===== src/rtl/diff_decode.sv =====
// Rebuilds operand B from base operand A by XOR-flipping one bit per accepted index.
// Optional macro DIFF_DECODE_COUNT_EN adds the flips output (handshakes in the last sequence).
module diff_decode #(
    parameter int MAX_FLIPS = 32
) (
    input  logic        clk,
    input  logic        rst,
    input  logic        start,
    input  logic [31:0] base,
    input  logic        eq_in,
    input  logic        idx_valid,
    input  logic [4:0]  idx,
    input  logic        idx_last,
    output logic        idx_ready,
    output logic [31:0] result,
    output logic        done,
    output logic        busy,
`ifdef DIFF_DECODE_COUNT_EN
    output logic [5:0]  flips,
`endif
    output logic        err
);

    localparam int CW = $clog2(MAX_FLIPS + 1);

    typedef enum logic [1:0] {
        S_IDLE  = 2'd0,
        S_ACCUM = 2'd1,
        S_DONE  = 2'd2
    } state_t;

    state_t          r_state;
    logic [31:0]     r_acc;
    logic [31:0]     r_result;
    logic [CW-1:0]   r_cnt;
    logic            r_done;
    logic            r_err;
    logic            r_idx_ready;
    logic            r_busy;
`ifdef DIFF_DECODE_COUNT_EN
    logic [5:0]      r_flips;
`endif

    logic            w_hs;
    logic [31:0]     w_acc_flip;
    logic [CW-1:0]   w_cnt_inc;
    logic            w_at_max;

    // 5-to-32 one-hot decode of a bit position
    function automatic logic [31:0] onehot32(input logic [4:0] pos);
        logic [31:0] v;
        v = 32'd0;
        for (int k = 0; k < 32; k++) begin
            if (pos == 5'(k)) begin
                v[k] = 1'b1;
            end else begin
                v[k] = 1'b0;
            end
        end
        return v;
    endfunction

    // Handshake qualifies only on the registered ready, so idx_valid never feeds back into ready
    always_comb begin
        w_hs       = idx_valid && r_idx_ready;
        w_acc_flip = r_acc ^ onehot32(idx);
        w_cnt_inc  = r_cnt + CW'(1);
        w_at_max   = (r_cnt == CW'(MAX_FLIPS - 1));
    end

    // Sequence FSM; result/done/err are loaded on the edge that enters DONE so they show during DONE
    always_ff @(posedge clk) begin
        if (rst) begin
            r_state     <= S_IDLE;
            r_acc       <= 32'd0;
            r_result    <= 32'd0;
            r_cnt       <= '0;
            r_done      <= 1'b0;
            r_err       <= 1'b0;
            r_idx_ready <= 1'b0;
            r_busy      <= 1'b0;
`ifdef DIFF_DECODE_COUNT_EN
            r_flips     <= 6'd0;
`endif
        end else begin
            r_done <= 1'b0;
            case (r_state)
                S_IDLE: begin
                    if (start) begin
                        r_acc  <= base;
                        r_cnt  <= '0;
                        r_err  <= 1'b0;
                        r_busy <= 1'b1;
                        if (eq_in) begin
                            r_state     <= S_DONE;
                            r_result    <= base;
                            r_done      <= 1'b1;
                            r_idx_ready <= 1'b0;
`ifdef DIFF_DECODE_COUNT_EN
                            r_flips     <= 6'd0;
`endif
                        end else begin
                            r_state     <= S_ACCUM;
                            r_idx_ready <= 1'b1;
                        end
                    end else begin
                        r_state     <= S_IDLE;
                        r_busy      <= 1'b0;
                        r_idx_ready <= 1'b0;
                    end
                end
                S_ACCUM: begin
                    if (w_hs) begin
                        r_acc <= w_acc_flip;
                        r_cnt <= w_cnt_inc;
                        // Hitting the cap without idx_last is the error stop
                        if (idx_last || w_at_max) begin
                            r_state     <= S_DONE;
                            r_result    <= w_acc_flip;
                            r_done      <= 1'b1;
                            r_err       <= !idx_last;
                            r_idx_ready <= 1'b0;
`ifdef DIFF_DECODE_COUNT_EN
                            r_flips     <= 6'(w_cnt_inc);
`endif
                        end else begin
                            r_state     <= S_ACCUM;
                            r_idx_ready <= 1'b1;
                        end
                    end else begin
                        r_state     <= S_ACCUM;
                        r_idx_ready <= 1'b1;
                    end
                end
                S_DONE: begin
                    r_state     <= S_IDLE;
                    r_busy      <= 1'b0;
                    r_idx_ready <= 1'b0;
                end
                default: begin
                    r_state     <= S_IDLE;
                    r_busy      <= 1'b0;
                    r_idx_ready <= 1'b0;
                end
            endcase
        end
    end

    assign idx_ready = r_idx_ready;
    assign result    = r_result;
    assign done      = r_done;
    assign busy      = r_busy;
    assign err       = r_err;
`ifdef DIFF_DECODE_COUNT_EN
    assign flips     = r_flips;
`endif

endmodule

===== config.mk =====
export PLATFORM = sky130hd
export DESIGN_NAME = diff_decode
export DESIGN_NICKNAME = d
export VERILOG_FILES = /design/src/rtl/diff_decode.sv
export SDC_FILE = /design/constraint.sdc
export NUM_CORES = 1
export LEC_CHECK = 0
export ABC_CLOCK_PERIOD_IN_PS = 4520
export BUFFER_PORTS_ARGS = -buffer_cell sky130_fd_sc_hd__buf_2
export CAP_MARGIN = 30
export CORE_ASPECT_RATIO = 1.25
export CORE_UTILIZATION = 40
export CTS_CLUSTER_DIAMETER = 100
export DETAILED_ROUTE_END_ITERATION = 10
export GPL_TIMING_DRIVEN = 0
export HOLD_SLACK_MARGIN = 0.03
export PLACE_DENSITY = 0.58
export SETUP_SLACK_MARGIN = 0.3
export SYNTH_ARGS = -nofsm -noshare
export SYNTH_HDL_FRONTEND = slang
export SYNTH_SLANG_ARGS = --single-unit

===== constraint.sdc =====
create_clock -name clk -period 4.52 [get_ports clk]
set_input_delay 0.678 -clock clk [delete_from_list [all_inputs] [get_ports clk]]
set_output_delay 0.678 -clock clk [all_outputs]
set_load 0.02 [all_outputs]

-- Word level (Yosys, flattened, before mapping)
Cells that the tools add are included.
W data, S select, Z words.
- register bits: 76
- bits in latches: 0
- bits in writable memories: 0
- ROM bits: 0
- bits of input ports: 43
- output and inout bits: 36
- word-level logic and storage cells: 120
- memories kept: 0
- $add $sub $neg: 1
- multipliers: 0
- div/mod/pow operators: 0
- $lt $le $gt $ge: 0
- equality and inequality tests: 37
- shifts and indexed selects: 0
- muxes and demuxes: 64
- bitwise logic cells: 1
- reductions and logical operators: 9
- operators by type and width (operator ; number):
    $mux W32 ; 6
    $pmux W32 S2 ; 2
    $eq A5 B5 Y1 const B ; 16
    $mux W1 ; 44
    $eq A5 B4 Y1 const B ; 8
    $xor A32 B32 Y32 ; 1
    $eq A5 B3 Y1 const B ; 4
    $mux W6 ; 2
    $pmux W6 S2 ; 1
    $eq A5 B2 Y1 const B ; 2
    $mux W2 ; 4
    $ne A2 B2 Y1 const B ; 4
    $pmux W1 S2 ; 4
    $add A6 B1 Y6 const B ; 1
    $eq A6 B5 Y1 const B ; 1
    $eq A5 B1 Y1 const B ; 1
    $logic_not A5 Y1 ; 1
    $reduce_and A5 Y1 ; 1
    $pmux W2 S2 ; 1
    $reduce_and A4 Y1 ; 1
    $reduce_and A3 Y1 ; 1
    $eq A2 B1 Y1 const B ; 1
    $logic_not A2 Y1 ; 1
    $reduce_bool A2 Y1 ; 1
    3 further kinds ; 3

-- Logic depth before layout (Yosys ltp)
Gate-level depths: netlist of run 1.
- depth after elaboration: 6
- depth in mapped cells: 6
- mapped depth without buffers: 5

-- Worst setup path after synthesis of run 1
No wires, ideal clock.
- kind: input port to flip-flop
- start: in rst
- end: reg r_result[10] (netlist: result[10])
- setup time: 0.059 ns
- arrival time: 1.817 ns
- data required time: 4.461 ns
- path slack: 2.644 ns
- stages: 5
- path buffers: 2
- cell sequence: clkbuf_1 > or4_1 > o41ai_4 > buf_6 > a22o_1
- RTL lines (element ; line ; RTL):
    from (decl) ; 7 ; input logic rst,
    to (signal assigned) ; 96 ; r_result <= base;
    to (signal assigned) ; 119 ; r_result <= w_acc_flip;
    to (decl) ; 34 ; logic [31:0] r_result;

-- Worst setup path in the final report of run 1
- start: reg r_state[1]
- end: reg r_acc[16]
- cells in the longest elaborated chain, start to end: 3
- elaborated cells on any way between the ends: 7
- classes of those cells: eq/ne (3); mux (1); reduce/logical (3)
- RTL lines (element ; line ; RTL):
    from (decl) ; 32 ; state_t r_state;
    from (signal assigned) ; 74 ; r_state <= S_IDLE;
    from (signal assigned) ; 95 ; r_state <= S_DONE;
    from (signal assigned) ; 103 ; r_state <= S_ACCUM;
    $eq A2 B1 Y1 / $logic_not A2 Y1 (equally long branches) ; 87 ; case (r_state)
    $ne A2 B2 Y1 (no source line) / $reduce_bool A2 Y1 (equally long branches) ; - ;
    $reduce_and A3 Y1 (no source line) ; - ;
    to (signal assigned) ; 90 ; r_acc <= base;
    to (signal assigned) ; 114 ; r_acc <= w_acc_flip;
    to (decl) ; 33 ; logic [31:0] r_acc;
Parallel ways exist; a longest one is shown, timed or not.
A chain may end at the register's enable or synchronous reset.

==> flow_summary.yaml, run 1 <==
run_status:
  status: "completed"
synthesis:
  yosysWarnings: 0
  synth-xor-area-share: 0.0106
  syn_nets: 401
  ys_seq_area_frac: 0.446
  yosysTopAreaCellShare: 0.446
  synth_cell_types: 32
  synth_top_family_by_area: "compound AO/OA/AOI/OAI gates"
  postSynthAreaPerCell_um2: 9.30
  syn_area_mm2: 0.00332
  ys_top_cells_by_area: "dfxtp_1, a22o_1, a31oi_1"
  synth.largest_area_cell: "dfxtp_1"
  synth-simple-area-share: 0.172
  ys_ff_latch: 74
  postSynthCellCount: 357
  synth_adder_area_share: 0.00377
  muxShareOfSynthArea: 0.00980
  synth_compound_area_frac: 0.308
route:
  wl_met2_mm: 4.29
  drt-pass1-iter-count: 4
  wl_met3_um: 441
  wl_per_cell_um: 16.5
  highest_layer: "met4"
  wl_met1_mm: 4.15
  drc: 0
  ant_nets: 0
  vias_per_cell: 5.69
  vias: 3102
  drt_iter0_drc: 151
  finalWirelength_mm: 8.97
pwr:
  powerDensity_mw_per_mm2: 382
  power.internal_mw: 1.10
  p_leak_nw: 1.67
  vdd_drop_max_uv: 226
  p_sw_frac: 0.286
  pwr-share-clk: 0.347
  seq_power_share: 0.476
  power_switching_mw: 0.440
  combPwrFrac: 0.177
sta:
  fin_tns_setup_ns: 0
  relSlewSlack: 0.466
  finalSetupViolCount: 0
  timing.hold.ws_ns: 0.470
  timing.fmax_ghz: 0.476
  final-max-slew-violation-count: 0
  worst_slew_pin_slew_ns: 0.795
  post-route-period-util: 0.465
  skew_ns: 0.00680
  min_period_ns: 2.10
  rsz0062_at_grt: "false"
  hold_viol: 0
place:
  routabilityCongestion: 0.760
  hpwl_mm: 6.33
  io_buffer_count: 77
floorplanning:
  rows: 36
  io_pins: 79
  start_util: 0.419
  core_mm2: 0.00793
  die_x_um: 83.5
  die_h_um: 104
  dieArea_mm2: 0.00867
cts:
  postCtsHoldBufs: 0
  cts_root_buf: "clkbuf_8"
  htree_levels: 3
  cts.clk_slew.worst_paths_ns: 0.08
  insertion_delay_ns: 0.34
  cts_setup_buffers: 0
  clock_path_buffers: 2
  cts-buffers-inserted: 9
  clkSinkCount: 74
  cts_tree: "built"
  ctsResizeCount: 0
hold_path:
  hold_path_class: "reg2reg"
  whs_path_depth: 2
final_layout:
  mostFrequentLayoutCells: "buf_2, dfxtp_1, a22o_1, nor2_1, o21ai_0"
  multiInputGateArea_mm2: 0.00167
  area_growth_pct: 21.3
  nNetsFinal: 489
  regArea_mm2: 0.00148
  layout-drive-gt1-share: 0.244
  antenna-diode-count: 0
  layout_commonest_cell: "buf_2"
  nFillCells: 772
job:
  cap_violations: 0
setup_path:
  critical_path_class: "reg2reg"
  rr_worst_depth: 4
  cp.required_ns: 4.80
  endpoint_kind: "flop"
  arrival_ns: 2.38
  worst_setup_path_start_kind: "flop"
  crit_fanout: 10
global_routing:
  grt_pass1_wl_mm: 14.5
  grt_pass1_vias: 2827
  grt_overflow: 0
  grt_max_degree: 13
  grt_antenna_before_repair: 0
  grt_usage: 0.208
## cells in the mapped netlist
cell type	instances
a21oi_1	4
clkbuf_1	11
a211oi_1	2
nand2b_1	7
nor2b_1	2
or3_1	33
mux2i_4	1
a31oi_1	33
buf_2	7
nand3b_1	3
nand2_1	5
dfxtp_1	74
or2_1	2
inv_1	3
mux2i_1	1
o41ai_4	1
nor4_1	3
buf_6	6
a22o_1	64
buf_4	1
buf_1	1
and4b_1	1
xnor2_1	4
o41a_4	1
nand3_1	4
or3b_4	1
or3b_1	2
nor3_1	3
o21ai_0	34
nor2_1	41
ha_1	1
or4_1	1
## cells by family after synthesis
group                    after synthesis
AO/OA/AOI/OAI                        139
XOR/XNOR                               4
adder cells (fa/ha/maj)                1
buffers and inverters                 29
flip-flops                            74
multiplexers                           2
AND/OR/NAND/NOR                      108
## routing by layer
| metal | vias up | track usage |
|---|---|---|
| li1 | 1538 | - |
| met1 | 1475 | 0.274 |
| met2 | 83 | 0.343 |
| met3 | 6 | 0.0484 |
| met4 | 0 | 0.0569 |
| met5 | - | 0 |
## worst paths after layout
kind	from	slack, ns	endpoint
max	r_state[1]$_SDFF_PP0_	2.42	r_acc[16]$_SDFFE_PP0P_
min	busy$_SDFFE_PP0N_	0.47	busy$_SDFFE_PP0N_
max reg2reg	r_state[1]$_SDFF_PP0_	2.42	r_acc[16]$_SDFFE_PP0P_
min reg2reg	busy$_SDFFE_PP0N_	0.47	busy$_SDFFE_PP0N_
## cell type report
cell class	count	share of cell area
Multi-Input combinational cell	254	0.415
Sequential cell	74	0.368
Timing Repair Buffer	77	0.0957
Clock buffer	12	0.0385
Buffer	26	0.0385
Tap cell	95	0.0295
Clock inverter	4	0.0121
Inverter	3	0.00280
## sequential cells by signal (all words and copies together) (netlist names)
register,count
busy,1
err,1
idx_ready,1
r_acc,32
r_cnt,6
r_state,1
result,32
## worst max-delay path: stages, from the launching register on
cell	delay [ns]
dfxtp_1	0.39
clkbuf_1	0.25
nor3_1	0.71
clkbuf_1	0.48
a22o_1	0.20
## power groups by stage
stage	Combinational [mW]	Clock, mW	Sequential (mW)
after global placement	0.271	0	0.744
after floorplan	0.154	0	0.769
after CTS	0.274	0.546	0.732
after detailed placement	0.273	0	0.746
after global routing	0.299	0.571	0.739
final	0.272	0.533	0.732
## stage by stage
| step | cells | instance area [µm²] | util | setup WS [ns] | total power, mW |
|---|---|---|---|---|---|
| final | 545 | 4030 | 0.508 | 2.42 | 1.54 |
| after global routing | 545 | 4030 | 0.508 | 2.27 | 1.61 |
| after CTS | 545 | 4030 | 0.508 | 2.34 | 1.55 |
| after detailed placement | 529 | 3820 | 0.482 | 2.07 | 1.02 |
| after global placement | 529 | 3820 | 0.482 | 2.16 | 1.02 |
| after floorplan | 357 | 3320 | - | 2.64 | 0.924 |
(Power assumes the default switching activity.)
==> run 2, diff against run 1 <==
--- a/config.mk
+++ b/config.mk
@@ -5,7 +5,8 @@
 export SDC_FILE = /design/constraint.sdc
 export NUM_CORES = 1
 export LEC_CHECK = 0
-export ABC_CLOCK_PERIOD_IN_PS = 4520
+export ABC_AREA = 1
+export ABC_CLOCK_PERIOD_IN_PS = 2000
 export BUFFER_PORTS_ARGS = -buffer_cell sky130_fd_sc_hd__buf_2
 export CAP_MARGIN = 30
 export CORE_ASPECT_RATIO = 1.25
@@ -14,7 +15,7 @@
 export DETAILED_ROUTE_END_ITERATION = 10
 export GPL_TIMING_DRIVEN = 0
 export HOLD_SLACK_MARGIN = 0.03
-export PLACE_DENSITY = 0.58
+export PLACE_DENSITY = 0.57
 export SETUP_SLACK_MARGIN = 0.3
 export SYNTH_ARGS = -nofsm -noshare
 export SYNTH_HDL_FRONTEND = slang
==> constraint.sdc (replaced) <==
create_clock -name clk -period 2 [get_ports clk]
set_input_delay 0.3 -clock clk [delete_from_list [all_inputs] [get_ports clk]]
set_output_delay 0.3 -clock clk [all_outputs]
set_load 0.02 [all_outputs]
==> run 2 against run 1 <==
  * Global-route usage is 2.7 points higher
  * Count of clock-buffer cells in the layout is 1 higher
  * Combinational power grew to 4.2 times the previous value
  * Core utilization is 2.0 points lower
  * Critical endpoint is now result[14]$_SDFFE_PP0P_
==> flow_summary.yaml, run 2 <==
run_status:
  status: "completed"
synthesis:
  yosysTopAreaCellShare: 0.343
  yosysWarnings: 0
  synthFlopType: "dfxtp_1"
  post-synth-top-count-cell: "nand2_1"
  syn_area_mm2: 0.00431
  postSynthCellCount: 728
  syn_nets: 772
  ys_top_cells_by_area: "dfxtp_1, nand2_1, nand3_1"
  synthTopCellsByCount: "nand2_1, inv_1, nand3_1"
  postSynthAreaPerCell_um2: 5.92
  synth_cell_types: 26
  ys_ff_latch: 74
  synth.largest_area_cell: "dfxtp_1"
  ys_seq_area_frac: 0.343
  synth-edff-count: 0
  synth_async_sr_flop_share: 0
global_routing:
  grt_overflow: 0
  grt_antenna_before_repair: 0
  grt_usage: 0.235
  grt_pass1_vias: 4109
  grt_pass1_wl_mm: 20.3
  grt_max_degree: 11
route:
  wl_met1_mm: 5.72
  wl_met2_mm: 6.01
  vias: 4567
  wl_per_cell_um: 13.2
  finalWirelength_mm: 12.6
  highest_layer: "met4"
  drt-pass1-iter-count: 5
  vias_per_cell: 4.81
  drt_iter0_drc: 292
  drc: 0
  ant_nets: 0
  wl_met3_um: 643
place:
  routabilityCongestion: 0.870
  hpwl_mm: 9.31
  io_buffer_count: 77
  placed_cell_area_mm2: 0.00486
sta:
  skew_ns: 0.00429
  hold_viol: 0
  final-max-slew-violation-count: 0
  min_period_ns: 1.61
  relSlewSlack: 0.606
  worst_slew_pin_slew_ns: 0.591
  post-route-period-util: 0.803
  finalSetupViolCount: 0
  timing.fmax_ghz: 0.622
  rsz0062_at_grt: "false"
  fin_tns_setup_ns: 0
final_layout:
  multiInputGateArea_mm2: 0.00211
  regArea_mm2: 0.00148
  area_growth_pct: 19.6
  postLayoutCellArea_mm2: 0.00516
  nFillCells: 1152
  antenna-diode-count: 0
  layout_commonest_cell: "nand2_1"
  layout-drive-gt1-share: 0.158
  nNetsFinal: 860
  mostFrequentLayoutCells: "nand2_1, inv_1, nand3_1, buf_2, dfxtp_1"
cts:
  cts.clk_slew.worst_paths_ns: 0.06
  htree_levels: 3
  ctsResizeCount: 0
  cts_tree: "built"
  clock_path_buffers: 2
  insertion_delay_ns: 0.34
  cts_setup_buffers: 0
  cts-buffers-inserted: 9
  cts_root_buf: "clkbuf_16"
  postCtsHoldBufs: 0
  clkSinkCount: 74
job:
  cap_violations: 0
floorplanning:
  die_h_um: 118
  rows: 42
  dieArea_mm2: 0.0112
  start_util: 0.408
  die_x_um: 94.9
  io_pins: 79
  core_mm2: 0.0106
setup_path:
  arrival_ns: 1.84
  worst_setup_path_start_kind: "flop"
  critical_path_class: "reg2reg"
  cp.required_ns: 2.23
  crit_fanout: 10
  endpoint_kind: "flop"
hold_path:
  hold_path_class: "in2reg"
pwr:
  powerDensity_mw_per_mm2: 846
  p_leak_nw: 2.98
  vdd_drop_max_uv: 405
==> run 2: cell count changes after synthesis, moves of 6 or more <==
cell	change
nand3_1	+118
nand2_1	+189
a21oi_1	+10
inv_1	+146
nor2_2	+6
clkbuf_1	+9
or3_1	-33
a31oi_1	-33
nand4_1	+14
nand2b_1	-7
nor2_1	+26
a22o_1	-64
==> run 2: cells by family (layout without fill, tap and decap cells) <==
kind of cell,Yosys count,count (layout),share of synthesized area
XOR/XNOR,1,1,0.00203
buffers and inverters,187,277,0.173
AO/OA/AOI/OAI,52,52,0.0618
adder cells (fa/ha/maj),1,1,0.00290
AND/OR/NAND/NOR,413,413,0.417
flip-flops,74,74,0.343
==> run 2: final cells by class <==
class / count / share of cell area
well taps: 132 / 0.0320
repair buffers: 77 / 0.0747
plain buffers: 36 / 0.0364
flip-flops and latches: 74 / 0.288
inverters: 151 / 0.110
multi-input cells: 467 / 0.409
clock buffers: 13 / 0.0505
==> run 2: where the power goes <==
group	internal (mW)	switching (mW)	leakage, nW
clock network	0.888	0.599	0.128
logic	0.384	0.742	2.24
registers	1.65	0.101	0.611
total	2.92	1.44	2.98
==> run 2: per-stage QoR <==
step,setup slack [ns],util,hold WS (ns),power (mW),std cells
after global routing,0.289,0.488,0.288,4.62,950
after global placement,0.214,0.460,0.450,2.87,937
after detailed placement,0.235,0.460,0.462,2.89,937
final,0.393,0.488,0.262,4.36,950
after CTS,0.310,0.485,0.248,4.39,950
after floorplan,0.560,-,0.438,2.55,728
==> run 2: worst paths after layout <==
check / to / cells after the start / slack (ns) / start
worst max-delay path: result[14]$_SDFFE_PP0P_ / 9 / 0.39 / r_state[1]$_SDFF_PP0_
worst min-delay path: result[5]$_SDFFE_PP0P_ / 4 / 0.26 / rst
worst max register to register: result[14]$_SDFFE_PP0P_ / 9 / 0.39 / r_state[1]$_SDFF_PP0_
worst min register to register: busy$_SDFFE_PP0N_ / 2 / 0.49 / busy$_SDFFE_PP0N_
==> run 2: worst max-delay path: stages, from the launching register on <==
cell,delay [ns]
dfxtp_1,0.37
inv_2,0.08
nand2_2,0.17
nor2_1,0.09
nand2_2,0.11
nand3_4,0.10
buf_8,0.16
buf_4,0.19
nor2_2,0.16
nor2_1,0.06
==> run 2: per-layer routing <==
metal / global-route usage / vias to the layer above
met3: 0.0478 / 20
met1: 0.299 / 2023
met2: 0.391 / 113
li1: - / 2411
met4: 0.0748 / 0
met5: 0 / -
